File: src/rtl/vpu_issue_pkg.sv
// Shared types and helpers for the VPU instruction issue scheduler.
package vpu_issue_pkg;

   typedef enum logic [1:0] {IDLE, HOLD, DRAIN} issue_state_e;

   localparam int INSTR_W_DEFAULT = 32;

   // Round-robin pointer moves just past the winner so it has lowest priority next time.
   function automatic int next_rr_ptr(input int idx, input int num_req);
      return (idx + 1 >= num_req) ? 0 : idx + 1;
   endfunction

endpackage

File: src/rtl/vpu_rr_arbiter.sv
// Combinational round-robin arbiter: first valid requester at or after ptr wins.
module vpu_rr_arbiter #(
   parameter int NUM_REQ = 3,
   localparam int SRC_W = $clog2(NUM_REQ)
) (
   input  logic [NUM_REQ-1:0] req,
   input  logic [SRC_W-1:0]   ptr,
   output logic [NUM_REQ-1:0] grant,
   output logic [SRC_W-1:0]   grant_idx
);

   logic             found;
   logic [SRC_W-1:0] cand;

   always_comb begin
      grant     = '0;
      grant_idx = '0;
      found     = 1'b0;
      cand      = '0;
      for (int k = 0; k < NUM_REQ; k++) begin
         cand = SRC_W'((int'(ptr) + k) % NUM_REQ);
         if (!found && req[cand]) begin
            found       = 1'b1;
            grant[cand] = 1'b1;
            grant_idx   = cand;
         end
      end
   end

endmodule

File: src/rtl/vpu_instr_issue_ctrl.sv
// Issue scheduler: round-robin arbitration of instruction sources onto a registered
// valid/ready channel, with an in-flight credit limit and flush/drain handling.
module vpu_instr_issue_ctrl
   import vpu_issue_pkg::*;
#(
   parameter int NUM_REQ         = 3,
   parameter int INSTR_W         = INSTR_W_DEFAULT,
   parameter int MAX_OUTSTANDING = 4,
   localparam int SRC_W = $clog2(NUM_REQ),
   localparam int CNT_W = $clog2(MAX_OUTSTANDING + 1)
) (
   input  logic                       clk,
   input  logic                       rst_n,
   input  logic [NUM_REQ-1:0]         req_valid,
   input  logic [NUM_REQ*INSTR_W-1:0] req_instr,
   output logic [NUM_REQ-1:0]         req_ready,
   output logic                       vpu_valid,
   output logic [INSTR_W-1:0]         vpu_instr,
   output logic [SRC_W-1:0]           vpu_src,
   input  logic                       vpu_ready,
   input  logic                       cmt_valid,
   input  logic                       flush,
   output logic [CNT_W-1:0]           inflight,
   output logic                       busy,
   output logic                       cmt_err
);

   issue_state_e state, state_next;
   logic [CNT_W-1:0] inflight_q, base, inflight_next;
   logic [SRC_W-1:0] rr_ptr, arb_idx;
   logic [NUM_REQ-1:0] arb_grant;
   logic [NUM_REQ-1:0][INSTR_W-1:0] instr_arr;
   logic cmt_dec, drop, can_load, grant_any;

   assign instr_arr = req_instr;

   vpu_rr_arbiter #(.NUM_REQ(NUM_REQ)) u_arb (
      .req       (req_valid),
      .ptr       (rr_ptr),
      .grant     (arb_grant),
      .grant_idx (arb_idx)
   );

   always_comb begin
      cmt_dec   = cmt_valid && (inflight_q != '0);
      base      = inflight_q - CNT_W'(cmt_dec);
      drop      = flush && vpu_valid && !vpu_ready;
      can_load  = !flush && ((state == IDLE) || ((state == HOLD) && vpu_ready));
      // Credit check uses the post-commit count so a retiring slot can be reused this cycle.
      grant_any = rst_n && can_load && (|req_valid) && (base < CNT_W'(MAX_OUTSTANDING));
      req_ready = grant_any ? arb_grant : '0;

      inflight_next = base;
      if (grant_any)
         inflight_next = inflight_next + CNT_W'(1);
      if (drop && (inflight_next != '0))
         inflight_next = inflight_next - CNT_W'(1);

      state_next = state;
      case (state)
         IDLE:    if (grant_any) state_next = HOLD;
         HOLD:    if (vpu_ready) state_next = grant_any ? HOLD : IDLE;
         DRAIN:   if (inflight_next == '0) state_next = IDLE;
         default: state_next = IDLE;
      endcase
      if (flush && (state != DRAIN))
         state_next = (inflight_next != '0) ? DRAIN : IDLE;
   end

   always_ff @(posedge clk or negedge rst_n) begin
      if (!rst_n) begin
         state      <= IDLE;
         inflight_q <= '0;
         rr_ptr     <= '0;
         vpu_instr  <= '0;
         vpu_src    <= '0;
         cmt_err    <= 1'b0;
      end else begin
         state      <= state_next;
         inflight_q <= inflight_next;
         if (cmt_valid && (inflight_q == '0))
            cmt_err <= 1'b1;
         if (grant_any) begin
            vpu_instr <= instr_arr[arb_idx];
            vpu_src   <= arb_idx;
            rr_ptr    <= SRC_W'(next_rr_ptr(int'(arb_idx), NUM_REQ));
         end
      end
   end

   assign vpu_valid = (state == HOLD);
   assign inflight  = inflight_q;
   assign busy      = (state != IDLE) || (inflight_q != '0);

endmodule

File: config.mk
export PLATFORM = sky130hd
export DESIGN_NAME = vpu_instr_issue_ctrl
export DESIGN_NICKNAME = d
export VERILOG_FILES = /design/src/rtl/vpu_issue_pkg.sv /design/src/rtl/vpu_rr_arbiter.sv /design/src/rtl/vpu_instr_issue_ctrl.sv
export SDC_FILE = /design/constraint.sdc
export NUM_CORES = 1
export LEC_CHECK = 0
export CAP_MARGIN = 20
export CELL_PAD_IN_SITES_DETAIL_PLACEMENT = 0
export CELL_PAD_IN_SITES_GLOBAL_PLACEMENT = 2
export CORE_ASPECT_RATIO = 0.9
export CORE_UTILIZATION = 25
export DETAILED_ROUTE_END_ITERATION = 10
export MAX_ROUTING_LAYER = met4
export PLACE_DENSITY = 0.83
export RECOVER_POWER = 100
export SLEW_MARGIN = 30
export SYNTH_ARGS = -nofsm -noshare
export SYNTH_HDL_FRONTEND = slang
export SYNTH_SLANG_ARGS = --single-unit
File: constraint.sdc
create_clock -name clk -period 9.3 [get_ports clk]
set_input_delay 0.93 -clock clk [delete_from_list [all_inputs] [get_ports clk]]
set_output_delay 0.93 -clock clk [all_outputs]
set_load 0.01 [all_outputs]
* After elaboration in Yosys (flattened, before gate mapping)
Index checks and enable logic that the tools add are counted.
** Storage, ports and cells
- Input port bits :: 104
- Word-level logic and storage cells :: 96
- Bits in registers :: 42
- Output and inout bits :: 43
** Operators by class
- Mux-type cells :: 33
- Equal/unequal tests :: 6
- $lt $le $gt $ge :: 9
- Reduce and logical (&&, ||, !) cells :: 31
- Bitwise logic cells :: 2
- Add/sub/neg operators :: 6
- Divide/modulo/power cells :: 3
** Operator list (count)
- binary-select mux 32 bit (select 2 bit) :: 1
- remainder unit 32 x 3 -> 32 bit (second input constant) :: 2
- remainder unit 3 x 3 -> 32 bit (second input constant) :: 1
- 2-to-1 mux 32 bit :: 1
- 2-to-1 mux 2 bit :: 9
- 2-to-1 mux 3 bit :: 6
- logical AND 1 bit :: 16
- less-than comparator 2 x 3 -> 1 bit (second input constant) :: 4
- 2-to-1 mux 1 bit :: 9
- nonzero test 3 bit :: 3
- adder 2 x 1 -> 3 bit (second input constant) :: 2
- binary-select mux 1 bit (select 2 bit) :: 3
- demux 1 bit (select 2 bit) :: 3
- greater-or-equal comparator 2 x 1 -> 1 bit (second input constant) :: 3
- logical NOT 3 bit :: 2
- bitwise OR 3 bit :: 2
- case mux 2 bit (3 select lines) :: 1
- logical NOT 1 bit :: 4
- adder 2 x 2 -> 3 bit (second input constant) :: 1
- adder 3 x 1 -> 3 bit (second input constant) :: 1
- greater-or-equal comparator 3 x 2 -> 1 bit (second input constant) :: 1
- less-than comparator 3 bit (second input constant) :: 1
- inequality test 3 x 1 -> 1 bit (second input constant) :: 1
- inequality test 3 x 2 -> 1 bit (second input constant) :: 1
- other kinds (11) :: 12

* Longest topological paths before layout
Gate-level depths: netlist of run 1.
- Depth after elaboration :: 15
- Mapped depth :: 15
- Gate-level depth less buffers :: 13

* By module
Synthesis of run 1 repeated with hierarchy kept, for this count alone.
** Second synthesis, totals
- Cell total of the unflattened synthesis :: 311
- Area total of the unflattened synthesis :: 2702.6 um^2
** By module, submodules not included
- vpu_instr_issue_ctrl :: times used 1, sequential area each 1051.0 um^2, cells an instance 273, area each 2436.1 um^2
- vpu_rr_arbiter :: times used 1, sequential area each 0.0 um^2, cells an instance 38, area each 266.5 um^2

* Worst setup path before layout of run 1
OpenSTA, ideal clock, no wires.
- Path kind :: input to register
- Start point :: input cmt_valid
- End point :: register state[1]
- Data arrival time :: 3308 ps
- Cell stages on the path :: 14
- Setup slack :: 5893 ps
- Required time :: 9201 ps
- Path buffers :: 2
- Cells stage by stage :: nor2b_1 ha_1 ha_1 xnor2_1 nand4_2 buf_4 nand2_1 o21ai_1 ha_1 ha_1 or3b_1 buf_2 and2_4 a311oi_1
** On the way
- Cells in the longest elaborated chain, start to end :: 11
** Ends and longest elaborated chain
- start: declaration :: line vpu_instr_issue_ctrl.sv:21 : input logic cmt_valid,
- logical AND 1 bit * :: line vpu_instr_issue_ctrl.sv:45 : cmt_dec = cmt_valid && (inflight_q != '0);
- subtractor 3 x 1 -> 3 bit * :: line vpu_instr_issue_ctrl.sv:46 : base = inflight_q - CNT_W'(cmt_dec);
- branches (longest 9 deep; another with less-than comparator 3 bit)
- end signal: assignment :: line vpu_instr_issue_ctrl.sv:79 : state <= state_next;
- end: declaration :: line vpu_instr_issue_ctrl.sv:28 : issue_state_e state, state_next;
Mark *: on every way between the ends.
A chain may end at the register's enable or synchronous reset.

* Final worst setup path of run 1
- Start point :: input rst_n
- End point :: register state[1]
** On the way
- Cells in the longest elaborated chain, start to end :: 10
** Ends and longest elaborated chain
- start: declaration :: line vpu_instr_issue_ctrl.sv:13 : input logic rst_n,
- logical AND 1 bit * (3 in series) :: line vpu_instr_issue_ctrl.sv:50 : grant_any = rst_n && can_load && (|req_valid) && (base < CNT_W'(MAX_OUTSTANDING));
- branches (longest 7 deep; another with subtractor 3 x 1 -> 3 bit)
Marks and branches as above.

==> results.yml, run 1 <==
status:
  status: "finished, violations left"
  failed_checks: "max-capacitance violations, max-slew violations"
place:
  dp.cells: 609
  dpl_cell_area_um2: 4640
  dp_slack_ns: 4.44
  place.detailed.hpwl_um: 7050
  io_buffers: 146
  gp_congestion: 0.790
sta:
  rsz0062_at_grt: "false"
  layout_setup_ws_ns: 3.70
  final.period_utilization: 0.603
  fin_crit_ns: 5.60
  fin_skew_ns: 0.00513
  drv_slew: 44
  maxSlewHeadroom: -0.602
  hold_viol: 0
  fin_setup_tns_ns: 0
  tightest_slew_ns: 2.40
  setup-violations-final: 0
  holdWs_ns: 0.454
  fmax_ghz: 0.178
worst_setup_path:
  required_ns: 9.48
  worstReg2RegStart: "inflight[2]"
  cp.arrival_ns: 5.78
  cpMaxStageDelayCell: "clkbuf_1"
  path_cells: "buf_2, clkbuf_1, nor3b_1, nand4_4, buf_4, xnor2_1, ha_1, ha_1, or3b_1, and2_0, a311oi_1"
  critPathMostFrequentCell: "ha_1"
  worstSetupPathType: "input port to register"
  slowest_delay_ns: 1.70
  critPathCaptureType: "register"
  startpoint: "rst_n"
  worstPathMaxFanout: 47
  cp-start-kind: "input port"
grt:
  antenna_found_initial: 0
  grt_overflow: 0
  grt_start_max_net_pins: 48
  grt.total_usage: 0.154
  grt_pass1_wl_um: 15200
  grt_pass1_vias: 2936
floorplanning:
  die_w_um: 119
  core_region_area_um2: 12000
  start_util: 0.256
  rows: 38
  die-area_um2: 12800
  ios: 147
  die_y_um: 107
final_layout:
  nNetsFinal: 569
  antenna_cells: 0
  fin_util: 0.389
  regArea_um2: 1050
  area_growth_pct: 51.9
  multi_input_area_um2: 1730
  n_fill_cell: 1246
  stdcell_count: 617
  final_area_um2: 4680
  drive_gt1_frac: 0.125
pwr:
  power.density_nw_per_um2: 255
  leakage_nw: 1.96
  vdd_drop_max_mv: 0.0699
  power_mw: 1.19
synth:
  syn_area_per_cell_um2: 9.39
  synth.most_common_cell: "nand2_1"
  synthTopCellsByCount: "nand2_1 (45), dfrtp_1 (42), nor2_1 (37), and3_1 (32), a211oi_2 (29)"
  synth_cells: 328
  syn_area_um2: 3080
  synth_area_leader_cell: "dfrtp_1"
  yosys.area.top_type_share: 0.341
  synth_area_leaders: "dfrtp_1 (34%), a211oi_2 (12%), o31ai_2 (11%)"
  synth_enable_flop_cells: 0
  synth_ff_type: "dfrtp_1"
  synthArstFlopShare: 1.00
  yosys_register_bits: 42
  syn_nets: 441
  yosysWarnings: 0
  ys_seq_area_frac: 0.341
  netlist-cell-type-count: 51
clock_network:
  htree_levels: 2
  post_cts_buffers: 0
  cts_hold_buf: 0
  root_buffer: "clkbuf_16"
  cts_made_buffers: 5
  insertion_delay_ns: 0.28
  cts_max_path_buffers: 2
  path_clk_slew_ns: 0.06
  cts.sinks: 42
  cts_resized: 0
  cts_tree: "yes"
route:
  routed_via_density: 4.64
  drt-total-wl_um: 9490
  ant_nets: 0
  wl_per_cell_um: 15.4
  drt-pass1-iter-count: 4
  num_vias: 2863
  drt_iter0_markers: 141
  drcViolationCount: 0
job:
  cap_violations: 1
min_path:
  min_path_type: "register to register"
  hp-start: "cmt_err"
-- sequential cells by signal, indices dropped and copies added, names as in the netlist --
register   cells
cmt_err        1
inflight       3
rr_ptr         2
state          2
vpu_instr     32
vpu_src        2
-- worst paths after layout --
kind / to / slack (ns) / depth (start not counted)
worst max-delay path: state[1] / 3.70 / 11
worst min-delay path: cmt_err / 0.45 / 1
worst max register to register: state[1] / 5.25 / 13
worst min register to register: cmt_err / 0.45 / 1
max in group asynchronous: vpu_instr[10] / 6.45 / 2
min in group asynchronous: vpu_instr[27] / 1.47 / 2
-- power breakdown --
group	switching (mW)	internal [mW]	total [mW]	leakage [nW]
registers	0.0474	0.265	0.312	0.522
logic	0.367	0.322	0.689	1.35
clock network	0.0702	0.122	0.192	0.0832
total	0.485	0.708	1.19	1.96
-- layer usage --
layer / wire [um] / share of wire / global-route usage
met1: 4430 / 0.47 / 0.198
met2: 4390 / 0.46 / 0.244
met4: 94 / 0.0099 / 0.0362
met3: 581 / 0.061 / 0.0355
met5: 0 / 0 / -
-- cell families (layout without fill, tap and decap cells) --
| group | Yosys count | in the layout | synth area share |
|---|---|---|---|
| multiplexers | 2 | 2 | 0.00690 |
| AO/OA/AOI/OAI | 91 | 91 | 0.312 |
| AND/OR/NAND/NOR | 140 | 140 | 0.225 |
| XOR/XNOR | 3 | 3 | 0.00853 |
| adder cells (fa/ha/maj) | 10 | 10 | 0.0402 |
| buffers and inverters | 40 | 169 | 0.0662 |
| flip-flops | 42 | 42 | 0.341 |
-- area by class of cell --
| cell class | count | area share |
|---|---|---|
| Tap cell | 160 | 0.0428 |
| Clock buffer | 8 | 0.0356 |
| Timing Repair Buffer | 151 | 0.320 |
| Inverter | 10 | 0.00802 |
| Sequential cell | 42 | 0.225 |
| Multi-Input combinational cell | 246 | 0.369 |
-- worst max-delay path, delay by kind of cell --
| kind | cells | cell delay (ns) |
|---|---|---|
| buffers and inverters | 3 | 2.22 |
| and+or+nand+nor | 4 | 1.68 |
| adders and majority gates | 2 | 0.42 |
| AOI/OAI and AO/OA | 1 | 0.26 |
| xor gates and xnor gates | 1 | 0.22 |
-- cell usage in the layout, fill, tap and decap left out, drive strengths merged, types with 2 or more instances in the layout --
cell type        n
clkdlybuf4s50  101
nand2           45
dlygate4sd3     44
dfrtp           42
nor2            37
o31ai           33
and3            32
a211oi          32
inv             10
o21ai           10
ha               9
clkbuf           9
a21oi            6
buf              5
nand2b           4
nor3b            3
nor3             3
a31oi            3
nor2b            3
xnor2            2
nand4            2
and2             2
nand3            2
Power figures use the tool's default switching activity.
==> inputs of run 2 (changes only) <==
--- a/config.mk
+++ b/config.mk
@@ -9,10 +9,10 @@
 export CELL_PAD_IN_SITES_DETAIL_PLACEMENT = 0
 export CELL_PAD_IN_SITES_GLOBAL_PLACEMENT = 2
 export CORE_ASPECT_RATIO = 0.9
-export CORE_UTILIZATION = 25
+export CORE_UTILIZATION = 23
 export DETAILED_ROUTE_END_ITERATION = 10
 export MAX_ROUTING_LAYER = met4
-export PLACE_DENSITY = 0.83
+export PLACE_DENSITY = 0.77
 export RECOVER_POWER = 100
 export SLEW_MARGIN = 30
 export SYNTH_ARGS = -nofsm -noshare
==> constraint.sdc (replaced) <==
create_clock -name clk -period 5.9 [get_ports clk]
set_input_delay 0.59 -clock clk [delete_from_list [all_inputs] [get_ports clk]]
set_output_delay 0.59 -clock clk [all_outputs]
set_load 0.01 [all_outputs]
==> run 2 against run 1 <==
The flow still finishes with violations (max-capacitance violations, max-slew violations). First-iteration DRC count up 18%. Global-route usage fell by 1.1 points. Die area increased by 8.5%. Combinational power up 58%. Register-to-register slack got worse by 3.2 ns. Via count decreased by 1.3%. Largest power group unchanged.
==> results.yml, run 2 (same netlist as run 1, synthesis figures left out) <==
worst_setup_path:
  r2r-end: "state[1]"
  r2r_cells: 13
  required_ns: 6.08
  r2r_slack_ns: 2.06
  startpoint: "cmt_valid"
  worstReg2RegStart: "inflight[1]"
  critPathCaptureType: "register"
  cp-start-kind: "input port"
  worstSetupPathType: "input port to register"
  cp.arrival_ns: 4.23
  worstPathMaxFanout: 41
  endpoint: "state[1]"
sta:
  tightest_slew_ns: 2.37
  setup-violations-final: 0
  maxSlewHeadroom: -0.581
  holdWs_ns: 0.462
  final.period_utilization: 0.685
  drv_slew: 43
  hold_viol: 0
  fin_setup_tns_ns: 0
  fmax_ghz: 0.247
  fin_crit_ns: 4.04
  fin_skew_ns: 0.00266
  rsz0062_at_grt: "false"
floorplanning:
  die_w_um: 124
  die-area_um2: 13900
  start_util: 0.239
  rows: 39
  die_y_um: 112
  ios: 147
  core_region_area_um2: 12900
final_layout:
  drive_gt1_frac: 0.121
  area_growth_pct: 51.9
  n_fill_cell: 1364
  multi_input_area_um2: 1740
  layout_commonest_cell: "clkdlybuf4s50_1"
  regArea_um2: 1050
  nNetsFinal: 568
  largest_reg_flops: 32
  final_cell_mix: "clkdlybuf4s50_1 (101), nand2_1 (45), dlygate4sd3_1 (44), dfrtp_1 (42), nor2_1 (37)"
  antenna_cells: 0
  regMostFlops: "vpu_instr"
clock_network:
  cts_tree: "yes"
  cts_resized: 0
  cts.sinks: 42
  post_cts_buffers: 0
  cts_made_buffers: 5
  cts_max_path_buffers: 2
  insertion_delay_ns: 0.28
  path_clk_slew_ns: 0.06
  cts_hold_buf: 0
  root_buffer: "clkbuf_16"
  htree_levels: 2
min_path:
  min_path_type: "register to register"
place:
  gp_congestion: 0.756
  io_buffers: 146
  place.detailed.hpwl_um: 7000
route:
  ant_nets: 0
  num_vias: 2825
  drt-total-wl_um: 9470
  drt-pass1-iter-count: 4
  wl_per_cell_um: 15.3
  drt_iter0_markers: 167
  routed_via_density: 4.56
  drcViolationCount: 0
grt:
  grt_overflow: 0
  antenna_found_initial: 0
  grt.total_usage: 0.142
  grt_pass1_wl_um: 14800
  grt_pass1_vias: 2884
  grt_start_max_net_pins: 43
pwr:
  vdd_drop_max_mv: 0.148
  leakage_nw: 1.95
  power.density_nw_per_um2: 397
status:
  status: "finished, violations left"
  failed_checks: "max-capacitance violations, max-slew violations"
job:
  cap_violations: 1
==> run 2: changes by cell type in the layout (fill, tap and decap cells not counted) <==
cell | before | now
clkbuf_1 | 1 | 3
clkbuf_8 | 3 | 1
buf_16 | 0 | 1
buf_2 | 1 | 0
buf_4 | 3 | 2
buf_8 | 1 | 0
clkinv_2 | 0 | 1
o21ai_2 | 1 | 0
o21ai_4 | 0 | 1
o31ai_1 | 29 | 28
o31ai_2 | 4 | 5
==> run 2: power breakdown <==
| part | total (mW) | internal [mW] | switching, mW |
|---|---|---|---|
| logic | 1.09 | 0.513 | 0.581 |
| clock network | 0.275 | 0.168 | 0.107 |
| registers | 0.488 | 0.417 | 0.0704 |
==> run 2: stage by stage <==
stage          instance area [um2]  power (mW)  cells  utilization  worst slack [ns]
2_1_floorplan                 3080        1.23    328            -              2.77
3_3_place_gp                  4620        1.68    611        0.358              1.61
3_5_place_dp                  4630        1.70    611        0.359              1.57
4_1_cts                       4780        1.98    619        0.371              1.85
5_1_grt                       4680        2.02    620        0.363              1.59
6_report                      4680        1.86    620        0.363              1.86
==> run 2: per-layer routing <==
metal  track usage  vias up  wire length, um  share of wire
li1              -     1433                -              -
met1         0.182     1309             4350           0.46
met2         0.224       78             4450           0.47
met3        0.0379        5              598          0.063
met4        0.0286        0               68         0.0072
met5             -        -                0              0
==> run 2: cell type report <==
class | instances | area share
Multi-Input combinational cell | 246 | 0.371
Timing Repair Buffer | 150 | 0.321
Sequential cell | 42 | 0.225
Tap cell | 164 | 0.0438
Clock buffer | 7 | 0.0305
Inverter | 10 | 0.00802
Clock inverter | 1 | 0.00107
==> run 2: critical path, cell delays in order <==
cell	delay, ns
dlygate4sd3_1	0.55
nor2b_1	0.14
ha_1	0.18
ha_1	0.19
xnor2_1	0.17
nand4_4	0.38
buf_4	0.46
o21ai_0	0.18
ha_1	0.23
ha_1	0.18
or3b_1	0.47
and2_0	0.21
a311oi_1	0.25
==> run 2: worst min path at each step <==
stage          slack (ns)  cells after the start     startpoint       endpoint
2_1_floorplan        0.29                      0          rst_n        cmt_err
3_3_place_gp         0.45                      1        cmt_err        cmt_err
3_5_place_dp         0.45                      1        cmt_err        cmt_err
4_1_cts              0.47                      1        cmt_err        cmt_err
5_1_grt              0.50                      2  vpu_instr[13]  vpu_instr[13]
6_report             0.46                      1        cmt_err        cmt_err
